### src/rtl/csr_trap_ctrl.sv
`default_nettype none
// +--------------------------------------------------------------------+
// | csr_trap_ctrl : machine-mode trap / MRET sequencer driving the CSR |
// |                 command port and the fetch PC redirect.            |
// | Revision      : 1.0                                                |
// +--------------------------------------------------------------------+
module csr_trap_ctrl #(
  parameter int XLEN        = 32,
  parameter bit VECTORED_EN = 1'b1
) (
  input  logic            clk,
  input  logic            nrst,
  input  logic            exc_valid,
  input  logic [4:0]      exc_cause,
  input  logic [XLEN-1:0] exc_pc,
  input  logic [XLEN-1:0] exc_tval,
  input  logic            irq_valid,
  input  logic [4:0]      irq_cause,
  input  logic [XLEN-1:0] irq_pc,
  input  logic            mret_valid,
  output logic            trap_ack,
  output logic            busy,
  output logic            redirect_valid,
  output logic [XLEN-1:0] redirect_pc,
  output logic [11:0]     csr_index,
  output logic [2:0]      csr_opcode,
  output logic            csr_ren,
  output logic            csr_wen,
  output logic [XLEN-1:0] csr_reg_val,
  input  logic [XLEN-1:0] csr_val
);

  localparam logic [11:0] c_addr_mstatus = 12'h300;
  localparam logic [11:0] c_addr_mtvec   = 12'h305;
  localparam logic [11:0] c_addr_mepc    = 12'h341;
  localparam logic [11:0] c_addr_mcause  = 12'h342;
  localparam logic [11:0] c_addr_mtval   = 12'h343;
  localparam logic [2:0]  c_op_nop       = 3'b000;
  localparam logic [2:0]  c_op_csrrw     = 3'b001;
  localparam logic [2:0]  c_op_csrrs     = 3'b010;

  typedef enum logic [3:0] {
    S_IDLE, S_RD_MSTATUS, S_WR_MSTATUS, S_WR_MEPC, S_WR_MCAUSE,
    S_WR_MTVAL, S_RD_MTVEC, S_RD_MEPC, S_REDIRECT
  } state_t;

  state_t            r_state, w_state_nxt;
  logic              r_is_irq, r_is_mret;
  logic [4:0]        r_cause;
  logic [XLEN-1:0]   r_pc, r_tval, r_ms, r_target;
  logic [XLEN-1:0]   w_base, w_target, w_ms_trap, w_ms_mret, w_mcause;

  // Same target path serves mtvec (trap) and mepc (MRET); only mtvec can vector.
  always_comb begin
    w_base   = {csr_val[XLEN-1:2], 2'b00};
    w_target = w_base;
    if (VECTORED_EN && r_state == S_RD_MTVEC && r_is_irq && csr_val[1:0] == 2'b01)
      w_target = w_base + {{(XLEN-7){1'b0}}, r_cause, 2'b00};
  end

  always_comb begin
    w_ms_trap        = r_ms;
    w_ms_trap[7]     = r_ms[3];
    w_ms_trap[3]     = 1'b0;
    w_ms_trap[12:11] = 2'b11;
    w_ms_mret        = r_ms;
    w_ms_mret[3]     = r_ms[7];
    w_ms_mret[7]     = 1'b1;
    w_ms_mret[12:11] = 2'b11;
    w_mcause         = '0;
    w_mcause[XLEN-1] = r_is_irq;
    w_mcause[4:0]    = r_cause;
  end

  always_ff @(posedge clk or negedge nrst) begin
    if (!nrst) begin
      r_state   <= S_IDLE;
      r_is_irq  <= 1'b0;
      r_is_mret <= 1'b0;
      r_cause   <= 5'd0;
      r_pc      <= '0;
      r_tval    <= '0;
      r_ms      <= '0;
      r_target  <= '0;
    end else begin
      r_state <= w_state_nxt;
      case (r_state)
        S_IDLE: begin
          if (exc_valid) begin
            r_is_irq  <= 1'b0;
            r_is_mret <= 1'b0;
            r_cause   <= exc_cause;
            r_pc      <= {exc_pc[XLEN-1:2], 2'b00};
            r_tval    <= exc_tval;
          end else if (irq_valid) begin
            r_is_irq  <= 1'b1;
            r_is_mret <= 1'b0;
            r_cause   <= irq_cause;
            r_pc      <= {irq_pc[XLEN-1:2], 2'b00};
            r_tval    <= '0;
          end else if (mret_valid) begin
            r_is_irq  <= 1'b0;
            r_is_mret <= 1'b1;
            r_cause   <= 5'd0;
            r_pc      <= '0;
            r_tval    <= '0;
          end
        end
        S_RD_MSTATUS:         r_ms     <= csr_val;
        S_RD_MTVEC, S_RD_MEPC: r_target <= w_target;
        default: ;
      endcase
    end
  end

  always_comb begin
    w_state_nxt    = r_state;
    csr_index      = 12'h000;
    csr_opcode     = c_op_nop;
    csr_ren        = 1'b0;
    csr_wen        = 1'b0;
    csr_reg_val    = '0;
    redirect_valid = 1'b0;
    trap_ack       = 1'b0;
    redirect_pc    = '0;
    case (r_state)
      S_IDLE: begin
        if (exc_valid || irq_valid || mret_valid) w_state_nxt = S_RD_MSTATUS;
      end
      S_RD_MSTATUS: begin
        csr_index   = c_addr_mstatus;
        csr_opcode  = c_op_csrrs;
        csr_ren     = 1'b1;
        w_state_nxt = S_WR_MSTATUS;
      end
      S_WR_MSTATUS: begin
        csr_index   = c_addr_mstatus;
        csr_opcode  = c_op_csrrw;
        csr_wen     = 1'b1;
        csr_reg_val = r_is_mret ? w_ms_mret : w_ms_trap;
        w_state_nxt = r_is_mret ? S_RD_MEPC : S_WR_MEPC;
      end
      S_WR_MEPC: begin
        csr_index   = c_addr_mepc;
        csr_opcode  = c_op_csrrw;
        csr_wen     = 1'b1;
        csr_reg_val = r_pc;
        w_state_nxt = S_WR_MCAUSE;
      end
      S_WR_MCAUSE: begin
        csr_index   = c_addr_mcause;
        csr_opcode  = c_op_csrrw;
        csr_wen     = 1'b1;
        csr_reg_val = w_mcause;
        w_state_nxt = S_WR_MTVAL;
      end
      S_WR_MTVAL: begin
        csr_index   = c_addr_mtval;
        csr_opcode  = c_op_csrrw;
        csr_wen     = 1'b1;
        csr_reg_val = r_tval;
        w_state_nxt = S_RD_MTVEC;
      end
      S_RD_MTVEC: begin
        csr_index   = c_addr_mtvec;
        csr_opcode  = c_op_csrrs;
        csr_ren     = 1'b1;
        w_state_nxt = S_REDIRECT;
      end
      S_RD_MEPC: begin
        csr_index   = c_addr_mepc;
        csr_opcode  = c_op_csrrs;
        csr_ren     = 1'b1;
        w_state_nxt = S_REDIRECT;
      end
      S_REDIRECT: begin
        redirect_valid = 1'b1;
        trap_ack       = 1'b1;
        redirect_pc    = r_target;
        w_state_nxt    = S_IDLE;
      end
      default: w_state_nxt = S_IDLE;
    endcase
  end

  assign busy = (r_state != S_IDLE);

endmodule
`default_nettype wire

### config.mk
export PLATFORM = sky130hd
export DESIGN_NAME = csr_trap_ctrl
export DESIGN_NICKNAME = d
export VERILOG_FILES = /design/src/rtl/csr_trap_ctrl.sv
export SDC_FILE = /design/constraint.sdc
export NUM_CORES = 1
export LEC_CHECK = 0
export ABC_AREA = 1
export CAP_MARGIN = 20
export CORE_ASPECT_RATIO = 0.6
export CORE_MARGIN = 2
export CORE_UTILIZATION = 31
export DETAILED_ROUTE_END_ITERATION = 7
export PLACE_DENSITY_LB_ADDON = 0.2
export SYNTH_ARGS = -nofsm -noshare
export SYNTH_HDL_FRONTEND = slang
export SYNTH_SLANG_ARGS = --single-unit
### constraint.sdc
create_clock -name clk -period 1.7 [get_ports clk]
set_input_delay 0.17 -clock clk [delete_from_list [all_inputs] [get_ports clk]]
set_output_delay 0.17 -clock clk [all_outputs]
set_load 0.05 [all_outputs]
==> results of run 1 <==
synthesized netlist by cell type (3+ instances only):
library cell	instances
buf_6	6
xor2_1	5
nand3_1	113
buf_4	19
nand2_1	229
ha_1	5
inv_2	4
nor2_1	69
a21oi_1	9
inv_1	153
nor2_4	4
clkbuf_1	28
mux2_2	7
nor4_1	3
o211ai_2	6
o2111ai_1	4
o211ai_1	55
o21ai_1	3
buf_2	9
o21ai_0	85
nor2_2	3
o22ai_1	3
dfrtp_1	133
nand4_1	7
worst max-delay path, stage by stage (launching register included):
cell	delay (ns)
dfrtp_2	0.46
inv_2	0.08
nor2_4	0.12
inv_2	0.05
nor2_4	0.12
buf_6	0.14
buf_12	0.14
nand2_2	0.05
o211ai_1	0.18
clkbuf_16	0.24
report_power, final:
group | switching (mW) | internal, mW | total (mW)
sequential | 0.833 | 4.59 | 5.42
clock | 1.45 | 2.24 | 3.69
combinational | 7.46 | 6.40 | 13.9
logic make-up after synthesis:
family          after synthesis
xor+xnor                      5
simple gates                439
compound gates              172
mux                           7
fa+ha+maj                     6
buf+inv                     220
flops                       133
other cells                   1
layer usage:
metal	global-route usage [%]	wire, µm
met2	31.7	13000
met5	0	0
met4	4.49	242
met1	32.4	14500
met3	5.26	1730
per-stage QoR:
stage               area [µm²]  worst slack, ns  util (%)
floorplan                 7960           -0.304         -
global placement         11800           -0.401      49.1
detailed placement       11800           -0.457      49.1
CTS                      13100           -0.477      54.4
global route             14000           -0.570      58.3
finish                   14000           -0.487      58.3
what timing repair did:
action                                 4_1_cts  5_1_grt
endpoints found under the hold margin       37        0
setup endpoints to repair                  102      139
gates resized for setup                    101      163
buffers inserted                            20       34
pin swaps                                   42       66
gates cloned                                 5        8
hold buffers                                 1        0
how the worst max path moves through the flow:
stage / endpoint / start
global placement: r_target[30]$_DFFE_PN0P_ / csr_val[2]
finish: csr_reg_val[29] / r_state[1]$_DFFE_PN0P_
detailed placement: r_target[30]$_DFFE_PN0P_ / csr_val[2]
floorplan: redirect_pc[10] / r_state[0]$_DFFE_PN0P_
global route: csr_reg_val[29] / r_state[1]$_DFFE_PN0P_
CTS: csr_reg_val[8] / r_state[3]$_DFFE_PN0P_
registers in the layout, indices dropped and copies added (netlist names):
signal     count
r_ms          30
r_tval        32
r_state        4
r_is_mret      1
r_cause        5
r_is_irq       1
r_target      30
r_pc          30
area by class of cell:
class	count	area (µm²)
clock buffer	25	515
clock inverter	7	68.8
fill	2051	10000
inverter	157	614
multi-input combinational	638	4240
sequential	133	3330
tap	322	403
timing repair buffer	385	4850
==> reports/metrics.csv, run 1 <==
metric;value;unit
skew;0.0104;ns
fin_cells;1667;
portBuffers;213;
synth_top_cell_area_share;44.1;%
tns;-33.67;ns
route.detailed.drc;0;
areaGrowthSynthToFinish;85.9;%
avgRoutedWirePerCell;17.7;µm
avgSynthCellArea;7.67;µm²
synth_ff_type;dfrtp_1;
hold_violations;0;
die_y;125;µm
critPathLaunchType;flip-flop;
synth_compound_area_share;14.5;%
hold_class;in -> async;
place_inst;1577;
grt_pass1_wl;43.1;mm
post-route-period-util;129;%
synth-edff-count;0;
path_clk_slew;0.06;ns
grt_pass1_vias;7840;
yosysTopAreaCell;dfrtp_1;
grt_max_degree;42;
cts_max_path_buffers;2;
synth_cells;983;
rows;44;
root_buffer;clkbuf_16;
whs;0.248;ns
netlist_area;7540;µm²
yosys_warnings;0;
drive_above_1_share;35.0;%
synth_top_family_by_area;simple AND/OR/NAND/NOR gates;
drt_iter0_drc;471;
ys_seq_area_share;44.1;%
drv_slew;0;
async_flop_share;100;%
r2r_start;r_state[3]$_DFFE_PN0P_;
yosys.area_share.simple;25.8;%
synth.mux.area_fraction;1.05;%
total_power;23.0;mW
cap_violations;0;
rsz0062_at_grt;true;
cts_tree;built;
critPathKind;reg -> out;
p_leak;6.21;nW
cts_max_level;4;
cts_inserted_buffers;17;
nNetsFinal;1481;
grt_util_all_layers;21.7;%
irDropWorstVdd;1.09;mV
crit_path_end_kind;output pin;
drt_pass1_iterations;5;
pwr_density_cell;1640;nW/µm²
antenna_found_initial;0;
synth_xor_area_share;0.581;%
fmax;0.457;GHz
ant_nets;0;
vias_per_cell;4.82;
gp_congestion;0.889;
totalWireLength;29.4;mm
rr_endpoint;r_target[28]$_DFFE_PN0P_;
antenna_cells;0;
reg2reg_depth;12;
critPathRequiredTime;1.53;ns
period_minus_slack;2.19;ns
core-area;24100;µm²
dieArea;25600;µm²
rrSetupSlack;-0.27;ns
insertion_delay;0.43;ns
violations;negative setup slack;
layout_common_cells;nand2_1, inv_1, clkdlybuf4s50_1, dfrtp_1, buf_4;
setup_viol;133;
crit_arrival;2.02;ns
fin_ws;-0.487;ns
worst-path-max-fanout;8;
io_pins;227;
ys_ff_latch;133;
final_common_cell;nand2_1;
num_vias;8030;
clock-sinks;133;
start_util;31.4;%
status;complete, but fails checks;
dpl.hpwl;19.5;mm
globalRouteOverflowTotal;0;
synthTopCellsByArea;dfrtp_1, nand2_1, inv_1;
synthAdderAreaFrac;1.09;%
die_w;205;µm
synth_cell_types;42;
Power figures use the tool's default switching activity.
==> run 2: changes to the inputs <==
==> constraint.sdc (replaced) <==
create_clock -name clk -period 2.1 [get_ports clk]
set_input_delay 0.21 -clock clk [delete_from_list [all_inputs] [get_ports clk]]
set_output_delay 0.21 -clock clk [all_outputs]
set_load 0.05 [all_outputs]
==> run 2 against run 1 <==
The flow still finishes with violations (negative setup slack). Core utilization is 6.3 points lower. Register-to-register slack better by 0.42 ns. Sequential power is 19% lower. Non-clock buffer count is 93 lower. Combinational power is 33% lower. Clock power is 14% lower. Flip-flop and latch count stayed put. Power is 27% lower. Die area stayed put. Critical path type unchanged. Critical endpoint is now csr_reg_val[24].
==> reports/metrics.csv, run 2 (synthesis gave the netlist of run 1 again) <==
metric;value;unit
fin_ws;-0.114;ns
period_minus_slack;2.21;ns
areaGrowthSynthToFinish;65.8;%
core-area;24100;µm²
largest_reg_flops;32;
skew;0.0109;ns
reg2reg_depth;10;
worst_pin_slew;0.776;ns
cts_tree;built;
grt_busiest_layer;met1;
rsz0062_at_grt;true;
fin_util;52.0;%
vias_per_cell;4.81;
io_pins;227;
cap_violations;0;
globalRouteOverflowTotal;0;
fmax;0.452;GHz
slowest_delay;0.44;ns
irDropWorstVdd;0.583;mV
cts_inserted_buffers;17;
drt_pass1_iterations;5;
grt_pass1_vias;7641;
place_area;11100;µm²
cts_max_path_buffers;2;
use_met2;31.0;%
crit_path_end_kind;output pin;
crit_cells;6;
design_area;12500;µm²
antenna_cells;0;
hold_depth;4;
insertion_delay;0.42;ns
die_w;205;µm
avgRoutedWirePerCell;17.3;µm
whs_endpoint;r_is_mret$_DFFE_PN0P_;
crit_slowest_cell;dfrtp_2;
violations;negative setup slack;
drt_iter0_drc;513;
ant_nets;0;
whs;0.197;ns
r2r_start;r_state[3]$_DFFE_PN0P_;
rr_endpoint;r_target[31]$_DFFE_PN0P_;
setup_viol;49;
crit_arrival;2.00;ns
hold_violations;0;
grt_max_degree;68;
path_clk_slew;0.06;ns
relSlewSlack;48.3;%
critPathLaunchType;flip-flop;
start_util;31.4;%
route.detailed.drc;0;
rows;44;
rrSetupSlack;0.15;ns
worst-path-max-fanout;7;
dieArea;25600;µm²
crit_buf_inv;3;
antenna_found_initial;0;
grt_pass1_wl;42.1;mm
pwr_density_cell;1350;nW/µm²
cts_max_level;4;
grt_util_all_layers;21.2;%
portBuffers;213;
drv_slew;0;
worstPathCellList;buf_6, nor2_4, nand2_4, buf_12, o211ai_1, clkbuf_16;
gp_congestion;0.861;
nNetsFinal;1388;
critPathRequiredTime;1.89;ns
post-route-period-util;105;%
p_leak;5.58;nW
status;complete, but fails checks;
layout_common_cells;nand2_1, inv_1, clkdlybuf4s50_1, dfrtp_1, nand3_1;
top_register;r_tval;
drive_above_1_share;23.6;%
num_vias;7566;
clock-sinks;133;
totalWireLength;27.3;mm
hold_class;in -> reg;
root_buffer;clkbuf_16;
critPathKind;reg -> out;
grt.met1_usage;31.4;%
crit_family;buffers and inverters;
final_common_cell;nand2_1;
use_met3;5.57;%
worstHoldStart;exc_valid;
die_y;125;µm
dpl.hpwl;19.0;mm
[run 2: what timing repair did]
| action | in CTS | in global routing |
|---|---|---|
| hold buffers | 1 | 0 |
| resized for setup | 33 | 67 |
| hold endpoints to repair | 43 | 0 |
| pin swaps | 10 | 14 |
| setup endpoints to repair | 66 | 79 |
| cloned | 4 | 5 |
| setup buffers | 8 | 13 |
[run 2: metrics by stage]
stage,worst slack [ns],TNS [ns],std cells,power [mW]
2_1_floorplan,-0.197,-1.47,991,9.14
3_3_place_gp,-0.114,-0.951,1512,12.5
3_5_place_dp,-0.165,-1.55,1512,12.6
4_1_cts,-0.128,-3.73,1557,16.4
5_1_grt,-0.171,-7.79,1574,17.8
6_report,-0.114,-2.52,1574,16.8
[run 2: layer usage]
metal  wire (µm)  share of wire (%)  vias to the layer above
met5           0                  0                        -
met4         201               0.74                        0
met3        1900                7.0                       15
met2       11600                 42                      232
met1       13600                 50                     3640
li1            -                  -                     3679
[run 2: layout make-up]
cell class | instances | area [µm²]
fillers | 2266 | 11600
clock inverters | 8 | 120
multi-input cells | 638 | 3770
clock buffers | 24 | 502
flip-flops and latches | 133 | 3330
well taps | 322 | 403
repair buffers | 292 | 3780
inverters | 157 | 594
[run 2: worst min-delay path: cells and delay by family]
family	cells	cell delay (ns)
buf+inv	1	0.12
simple gates	2	0.17
compound gates	1	0.07
[run 2: where the power goes]
part,leakage [nW],total [mW],internal [mW],switching (mW)
sequential,1.67,4.39,3.72,0.675
clock,0.302,3.18,2.02,1.16
combinational,3.61,9.28,3.91,5.37
total,5.58,16.8,9.64,7.20
[run 2: worst max path at each step]
stage                      startpoint                  endpoint  slack (ns)
6_report       r_state[3]$_DFFE_PN0P_           csr_reg_val[24]       -0.11
4_1_cts        r_state[2]$_DFFE_PN0P_           csr_reg_val[24]       -0.13
3_3_place_gp               csr_val[2]  r_target[14]$_DFFE_PN0P_       -0.11
2_1_floorplan  r_state[2]$_DFFE_PN0P_           csr_reg_val[11]       -0.20
3_5_place_dp               csr_val[2]  r_target[14]$_DFFE_PN0P_       -0.16
5_1_grt        r_state[3]$_DFFE_PN0P_            csr_reg_val[7]       -0.17
==> run 3: changes to the inputs <==
--- a/config.mk
+++ b/config.mk
@@ -12,6 +12,7 @@
 export CORE_UTILIZATION = 31
 export DETAILED_ROUTE_END_ITERATION = 7
 export PLACE_DENSITY_LB_ADDON = 0.2
+export SKIP_LAST_GASP = 1
 export SYNTH_ARGS = -nofsm -noshare
 export SYNTH_HDL_FRONTEND = slang
 export SYNTH_SLANG_ARGS = --single-unit
==> run 3 against run 2 <==
The run still ends with negative setup slack left. Via count barely moved. Die area stayed put. Highest routed layer unchanged. First-iteration DRC count rose by 5.5%.
==> reports/metrics.csv, run 3 (synthesis gave the netlist of run 1 again) <==
metric;value;unit
num_vias;7571;
p_switching;7.16;mW
cap_violations;0;
internal_power;9.62;mW
seqCellArea;3330;µm²
vias_per_cell;4.81;
globalRouteOverflowTotal;0;
grt_pass1_wl;42.1;mm
portBuffers;213;
critPathRequiredTime;1.89;ns
design_area;12500;µm²
irDropWorstVdd;0.584;mV
totalWireLength;27.1;mm
cts_inserted_buffers;17;
hold_violations;0;
pwr-share-comb;55.0;%
whs_endpoint;r_is_mret$_DFFE_PN0P_;
drt_pass1_iterations;5;
cts_tree;built;
total_power;16.8;mW
worstHoldStart;exc_valid;
pwr-share-seq;26.1;%
critPathKind;reg -> out;
dieArea;25600;µm²
drv_slew;0;
use_met3;5.57;%
critPathLaunchType;flip-flop;
grt_busiest_layer;met1;
place_area;11100;µm²
grt_util_all_layers;21.2;%
final_common_cell;nand2_1;
clock-sinks;133;
fmax;0.455;GHz
setup_viol;45;
rr_endpoint;r_target[31]$_DFFE_PN0P_;
relSlewSlack;49.3;%
worst_pin_slew;0.761;ns
clkPwrFrac;18.9;%
grt_max_degree;68;
rsz0062_at_grt;true;
dpl.hpwl;19.0;mm
ant_nets;0;
p_leak;5.56;nW
skew;0.00922;ns
io_pins;227;
pwr_density_cell;1350;nW/µm²
largest_reg_flops;32;
die_w;205;µm
areaGrowthSynthToFinish;65.4;%
gp_congestion;0.861;
fin_ws;-0.0996;ns
n_fill_cell;2258;
start_util;31.4;%
cts_max_level;4;
insertion_delay;0.42;ns
post-route-period-util;105;%
worst-path-max-fanout;8;
nNetsFinal;1388;
rrSetupSlack;0.15;ns
core-area;24100;µm²
critPathLaunch;r_state[3]$_DFFE_PN0P_;
die_y;125;µm
use_met2;31.0;%
status;complete, but fails checks;
hold_class;in -> reg;
rows;44;
antenna_cells;0;
layout_common_cells;nand2_1, inv_1, clkdlybuf4s50_1, dfrtp_1, nand3_1;
cts_max_path_buffers;2;
r2r_start;r_state[3]$_DFFE_PN0P_;
drive_above_1_share;23.4;%
crit_arrival;1.99;ns
violations;negative setup slack;
period_minus_slack;2.20;ns
top_register;r_tval;
path_clk_slew;0.06;ns
drt_iter0_drc;541;
antenna_found_initial;0;
fin_util;51.8;%
crit_path_end_kind;output pin;
tns;-2.21;ns
avgRoutedWirePerCell;17.2;µm
grt_pass1_vias;7647;
route.detailed.drc;0;
grt.met1_usage;31.4;%
multiInputGateArea;3750;µm²
reg2reg_depth;10;
root_buffer;clkbuf_16;
hold_depth;4;
whs;0.198;ns
swShare;42.6;%
==> run 3: changes by cell type in the layout (fill, tap and decap cells not counted), sizes merged <==
| cell | change |
|---|---|
| buf | +1 |
| clkbuf | -1 |
==> run 3: power groups by stage <==
| stage | clock network (mW) | logic (mW) | registers, mW |
|---|---|---|---|
| 6_report | 3.17 | 9.24 | 4.38 |
| 5_1_grt | 3.35 | 9.95 | 4.50 |
| 4_1_cts | 3.22 | 8.87 | 4.32 |
| 3_5_place_dp | 0 | 8.23 | 4.35 |
| 3_3_place_gp | 0 | 8.17 | 4.33 |
| 2_1_floorplan | 0 | 5.00 | 4.14 |
==> run 3: metal layers <==
| metal | up-vias | part of all wire (%) |
|---|---|---|
| met2 | 246 | 42 |
| met4 | 0 | 0.89 |
| met5 | - | 0 |
| met3 | 16 | 7.4 |
| met1 | 3629 | 49 |
| li1 | 3680 | - |
==> run 3: worst max path at each step <==
stage / depth (start not counted) / end
5_1_grt: 8 / csr_reg_val[13]
3_5_place_dp: 10 / r_target[14]$_DFFE_PN0P_
6_report: 8 / csr_reg_val[1]
2_1_floorplan: 5 / csr_reg_val[11]
3_3_place_gp: 10 / r_target[14]$_DFFE_PN0P_
4_1_cts: 8 / csr_reg_val[24]
==> run 3: what timing repair did <==
item                                    4_1_cts  5_1_grt
hold buffers                                  1        0
pin swaps                                    10       13
setup buffers                                 8       13
resized for setup                            31       60
endpoints found under the setup margin       66       79
endpoints found under the hold margin        43        0
cloned                                        4        5
==> run 3: through the flow <==
| stage | cells | worst slack (ns) |
|---|---|---|
| final | 1574 | -0.0996 |
| after global routing | 1574 | -0.168 |
| after CTS | 1557 | -0.128 |
| after detailed placement | 1512 | -0.165 |
| after global placement | 1512 | -0.114 |
| after floorplan | 991 | -0.197 |
==> run 3: critical path, stage by stage, from the launching register on <==
cell and delay [ns]:
dfrtp_2 0.44, nor2_4 0.17, inv_4 0.06, nor2_4 0.18, buf_12 0.15, buf_16 0.14
nand2_1 0.07, o211ai_1 0.17, buf_12 0.19
==> run 3: final cells by class <==
class | instances | share of cell area, %
clock buffer | 24 | 4.02
clock inverter | 8 | 0.963
inverter | 157 | 4.76
multi-input combinational | 638 | 30.1
sequential | 133 | 26.7
tap | 322 | 3.23
timing repair buffer | 292 | 30.2
